`src/rtl/square_pkg.sv`:
```
// square_pkg: scan-mode encodings, FSM state and the skip-mode priority find for square_scan
package square_pkg;
  localparam logic SCAN_ALL  = 1'b0;
  localparam logic SCAN_SKIP = 1'b1;
  typedef enum logic {IDLE, ITERATE} state_e;
  // returns {found, index} of the lowest set bit of vec strictly above idx; idx=-1 finds the lowest set bit
  function automatic logic [5:0] next_valid(input logic [31:0] vec, input int idx);
    logic [5:0] r;
    r = '0;
    for (int i = 31; i >= 0; i--)
      if (vec[i] && i > idx) r = {1'b1, 5'(i)};
    return r;
  endfunction
endpackage

```
`src/rtl/square_stack_fifo.sv`:
```
// square_stack_fifo: register-array show-ahead FIFO with count, full/empty and synchronous active-low clear
module square_stack_fifo #(
  parameter int DEPTH  = 16,
  parameter int MOVE_W = 16
) (
  input  logic                         clk,
  input  logic                         rst,
  input  logic                         wr_i,
  input  logic [MOVE_W-1:0]            wdata_i,
  input  logic                         rd_i,
  output logic [MOVE_W-1:0]            rdata_o,
  output logic                         empty_o,
  output logic                         full_o,
  output logic [$clog2(DEPTH+1)-1:0]   num_o,
  output logic                         drop_o
);
  localparam int AW = $clog2(DEPTH);
  localparam int CW = $clog2(DEPTH + 1);
  logic [MOVE_W-1:0] mem_q [DEPTH];
  logic [AW-1:0] wp_q, rp_q;
  logic [CW-1:0] num_q;
  logic do_wr, do_rd;
  assign empty_o = num_q == '0;
  assign full_o  = num_q == CW'(DEPTH);
  assign do_rd   = rd_i && !empty_o;
  // a read frees the slot at the same edge, so a write into a full FIFO is accepted when paired with a read
  assign do_wr   = wr_i && (!full_o || rd_i);
  assign drop_o  = wr_i && full_o && !rd_i;
  assign rdata_o = empty_o ? '0 : mem_q[rp_q];
  assign num_o   = num_q;
  always_ff @(posedge clk)
    if (do_wr) mem_q[wp_q] <= wdata_i;
  always_ff @(posedge clk)
    if (!rst) begin
      wp_q  <= '0;
      rp_q  <= '0;
      num_q <= '0;
    end else begin
      wp_q  <= wp_q + AW'(do_wr);
      rp_q  <= rp_q + AW'(do_rd);
      num_q <= num_q + CW'(do_wr) - CW'(do_rd);
    end
endmodule

```
`src/rtl/square_scan.sv`:
```
// square_scan: scans neighbour move lanes one per cycle and pushes valid moves into a show-ahead FIFO
module square_scan
  import square_pkg::*;
#(
  parameter int   NDIR      = 16,
  parameter int   MOVE_W    = 16,
  parameter int   DEPTH     = 16,
  parameter logic SCAN_MODE = SCAN_ALL
) (
  input  logic                        clk,
  input  logic                        rst,
  input  logic                        collect_pieces,
  input  logic [NDIR-1:0]             rx_valid,
  input  logic [NDIR*MOVE_W-1:0]      rx_moves,
  input  logic                        stack_read,
  output logic [MOVE_W-1:0]           stack_arbiter,
  output logic                        stack_empty,
  output logic                        stack_full,
  output logic [$clog2(DEPTH+1)-1:0]  stack_num,
  output logic                        overflow,
  output logic                        scan_done,
  output logic [$clog2(NDIR)-1:0]     direction_idx
);
  localparam int IW = $clog2(NDIR);
  state_e state_q;
  logic [IW-1:0] idx_q, idx_d, start_idx;
  logic done_q, ovf_q, lane_valid, last, more, wr, drop, unused_ok;
  logic [MOVE_W-1:0] lane_move;
  logic [5:0] first, nxt;
  assign first      = next_valid(32'(rx_valid), -1);
  assign nxt        = next_valid(32'(rx_valid), int'(idx_q));
  assign unused_ok  = ^{first, nxt};
  assign lane_valid = rx_valid[idx_q];
  assign lane_move  = rx_moves[idx_q*MOVE_W +: MOVE_W];
  assign start_idx  = SCAN_MODE == SCAN_SKIP ? first[IW-1:0] : '0;
  assign last       = SCAN_MODE == SCAN_SKIP ? !nxt[5] : idx_q == IW'(NDIR - 1);
  assign idx_d      = last ? start_idx : SCAN_MODE == SCAN_SKIP ? nxt[IW-1:0] : idx_q + 1'b1;
  // a pass can only start when there is at least one lane to visit
  assign more       = collect_pieces && (SCAN_MODE == SCAN_ALL || first[5]);
  assign wr         = state_q == ITERATE && lane_valid;
  always_ff @(posedge clk)
    if (!rst) begin
      state_q <= IDLE;
      idx_q   <= '0;
      done_q  <= 1'b0;
      ovf_q   <= 1'b0;
    end else if (state_q == IDLE) begin
      done_q <= collect_pieces && !more;
      if (more) begin
        state_q <= ITERATE;
        idx_q   <= start_idx;
        ovf_q   <= 1'b0;
      end
    end else begin
      done_q <= last;
      idx_q  <= idx_d;
      ovf_q  <= ovf_q || drop;
      if (last && !more) state_q <= IDLE;
    end
  square_stack_fifo #(.DEPTH(DEPTH), .MOVE_W(MOVE_W)) u_fifo (
    .clk     (clk),
    .rst     (rst),
    .wr_i    (wr),
    .wdata_i (lane_move),
    .rd_i    (stack_read),
    .rdata_o (stack_arbiter),
    .empty_o (stack_empty),
    .full_o  (stack_full),
    .num_o   (stack_num),
    .drop_o  (drop)
  );
  assign overflow      = ovf_q;
  assign scan_done     = done_q;
  assign direction_idx = idx_q;
endmodule

```
`config.mk`:
```
export PLATFORM = sky130hd
export DESIGN_NAME = square_scan
export DESIGN_NICKNAME = d
export VERILOG_FILES = /design/src/rtl/square_pkg.sv /design/src/rtl/square_stack_fifo.sv /design/src/rtl/square_scan.sv
export SDC_FILE = /design/constraint.sdc
export NUM_CORES = 1
export LEC_CHECK = 0
export ABC_AREA = 1
export ABC_CLOCK_PERIOD_IN_PS = 2200
export CORE_MARGIN = 10
export CORE_UTILIZATION = 50
export CTS_CLUSTER_SIZE = 10
export DETAILED_ROUTE_END_ITERATION = 6
export DONT_BUFFER_PORTS = 1
export PLACE_DENSITY = 0.69
export SLEW_MARGIN = 20
export SYNTH_ARGS = -nofsm -noshare
export SYNTH_HDL_FRONTEND = slang
export SYNTH_SLANG_ARGS = --single-unit
```
`constraint.sdc`:
```
create_clock -name clk -period 2.2 [get_ports clk]
set_input_delay 0.44 -clock clk [delete_from_list [all_inputs] [get_ports clk]]
set_output_delay 0.44 -clock clk [all_outputs]
set_load 0.02 [all_outputs]
```
==> summary.txt <==
Status
  – Status: complete, but fails checks
  – Failing checks: negative setup slack

Detailed routing
  – Post-route ant nets: 0
  – Total number of vias: 11520
  – Detailed-route wire length per cell: 23.28 µm
  – Drt via density: 6.157
  – Drt initial violations: 1317
  – Routed WL: 43.56 mm
  – Drc violations: 0
  – TritonRoute pass-1 iters: 6

Logic synthesis
  – Mean Syn Cell Area: 9.506 µm²
  – Top cells by area, synth: edfxtp_1, nand2_1, nor2_1, o21ai_0, nand3_1
  – Compound-Gate Fraction of Synth Area: 0.1622
  – Cell with the most instances after synthesis: nand2_1
  – Cell taking the most area after synthesis: edfxtp_1
  – Synth Area in Simple Gates: 0.1796
  – YS warnings: 0
  – Synthesis-stage register bit count: 276
  – Mux share of post-synthesis cell area: 0
  – Post-Synth XOR/XNOR Area: 0.001918
  – Netlist cell types: 31
  – List of most frequent post-synthesis cells: nand2_1, edfxtp_1, nor2_1, o21ai_0, nand3_1
  – Share of the synthesized area in the top cell type: 0.5612
  – Main combinational cell family by area after synthesis: simple AND/OR/NAND/NOR gates
  – Post-synthesis cell count: 1441
  – Asr flop ratio synth: 0
  – Mapped Nets: 1729
  – Top_reg_cell synth: edfxtp_1
  – Post-synth EDFFs: 256
  – Mapped cell area: 13700 µm²
  – Post-synthesis sequential area ratio: 0.5904
  – Fraction of the mapped netlist area in adder cells: 0.01151

Floorplanning
  – Chip height: 185.5 µm
  – Initial Util: 0.5083
  – Num ports: 305
  – Die Area: 34420 µm²
  – CORE AREA: 26950 µm²
  – Die Width: 185.5 µm
  – FP Rows: 60

Min path
  – Worst min-delay path category: in2reg

Finish
  – # fillers: 2087
  – Share of layout cells above drive strength 1: 0.1850
  – Area occupied by multi-input gates: 5270 µm²
  – Reg area: 8104 µm²
  – Area grow syn2layout: 21.82%
  – Antenna diodes: 0
  – Fin nets: 1793
  – Util after Layout: 0.6192

CTS
  – TritonCTS clock tree: done
  – Insertion delay to the later sink of the worst-skew pair: 550 ps
  – Total CTS buffers: 31
  – CTS Root Cell: clkbuf_16
  – Clk slew on worst S/H paths: 50 ps
  – Clk buf depth: 3
  – CTS sink cnt: 276
  – # H-tree levels: 1

Timing
  – Worst setup margin: -471.0 ps
  – Final Skew: 14.36 ps
  – Slew HR: 0.5905
  – Final hold vios: 0
  – Unrepaired setup endpoints after global routing: yes
  – Slew at the pin closest to its max-slew limit: 611.5 ps
  – Peak Freq: 0.3744 GHz
  – Slew Limit Fails: 0
  – Fraction of the cycle the final worst path needs: 1.214
  – Post-route minimum period: 2671 ps
  – Final setup vio count: 18

Critical path
  – Arr. time, crit path: 2230 ps
  – Worst setup SP type: flop
  – Reg2Reg Setup Slack: -60 ps
  – Setup Crit Path Kind: reg2out
  – Crit path required time: 1760 ps
  – Max Fanout on Critical Path: 15
  – Crit path capture type: primary output

Placement
  – IO buf count: 0
  – GPL Wtd Cong: 0.9846
  – HPWL Detailed: 28.31 mm
  – Dpl ws: -85.75 ps

Global route
  – Initial antenna violation count: 0
  – Remaining Overflow, GRT: 0
  – Global-route usage over all layers: 0.2330
  – First-pass GRT wire length: 62.43 mm
  – Vias in the first global route: 10940
  – Largest net degree at the start of global routing: 103

Power and ir drop
  – Power Density: 995.6 nW/µm²
  – Peak VDD IR: 0.9392 mV
  – LEAKAGE: 6.062 nW
  – Total Power: 0.01661 W

Flow run
  – Max Cap Viol: 0
## registers in the layout, indices dropped and copies added (netlist names)
| name | count |
|---|---|
| state_q | 1 |
| u_fifo.mem_q | 256 |
| u_fifo.num_o | 5 |
| u_fifo.wp_q | 4 |
| u_fifo.rp_q | 4 |
| scan_done | 1 |
| overflow | 1 |
| direction_idx | 4 |
## final cells by class
class,instances,share of cell area
sequential,276,0.4856
multi-input combinational,1005,0.3158
timing repair buffer,142,0.1079
clock buffer,56,0.05211
tap,341,0.02557
inverter,49,0.01222
clock inverter,2,0.0007498
## worst max-delay path, stage by stage, from the launching register on
cell and delay, ps:
dfxtp_4 470, clkinv_8 150, clkbuf_16 210, nor2_1 90, nor2_1 60, o31ai_1 390
a21oi_2 130, buf_4 180
## cell usage in the layout, fill, tap and decap left out, types with 17 or more instances in the layout
cell,n
nand3_1,77
clkbuf_16,41
buf_4,83
nand2_1,272
o21ai_1,26
o211ai_1,19
a21oi_2,22
a21oi_1,66
o21ai_0,142
o22ai_1,18
buf_12,32
nor2_1,209
o31ai_1,20
inv_1,39
o221ai_1,44
nand3_2,17
edfxtp_1,256
clkbuf_1,25
## worst paths after layout
path	startpoint	to	cells after the start
hold / removal	rst	u_fifo.rp_q[1]	2
setup reg to reg	direction_idx[0]	u_fifo.num_o[4]	15
hold reg to reg	u_fifo.wp_q[3]	u_fifo.wp_q[3]	2
setup / recovery	u_fifo.rp_q[0]	stack_arbiter[9]	7
## where the power goes
group,switching (W),total [W],internal (W)
Clock,0.00190,0.00454,0.00263
Sequential,0.000103,0.00608,0.00597
Combinational,0.00358,0.00600,0.00242
Total,0.00558,0.0166,0.0110
## per-layer routing
metal	vias to the layer above	GRT usage	share of wire
met2	647	0.3939	0.49
met5	-	0	0
li1	5257	-	-
met4	0	0.04909	0.028
met1	5502	0.2982	0.39
met3	114	0.05440	0.086
## cell families (layout without fill, tap and decap cells)
kind of cell,Yosys count,after routing
simple gates,612,612
compound gates,378,378
flops,276,276
buf+inv,160,249
fa+ha+maj,12,12
xor+xnor,3,3
## per-stage QoR
step / std cells / hold WS, ps / instance area (µm²) / TNS (ps)
floorplan: 1441 / 484.8 / 13730 / -28.31
global placement: 1778 / 508.0 / 14800 / -18.84
detailed placement: 1778 / 521.7 / 14800 / -85.75
CTS: 1840 / 3.228 / 15860 / -6567
global route: 1871 / 17.99 / 16690 / -8140
finish: 1871 / 23.32 / 16690 / -6573
## what timing repair did
item                       4_1_cts  5_1_grt
hold buffers                     1        0
hold endpoints to repair         4        0
setup endpoints to repair       18      174
buffers inserted                 0       18
gates resized for setup         18      110
pin swaps                        2       38
gates cloned                     3       13
No activity file was read; power rests on OpenSTA's default activity.
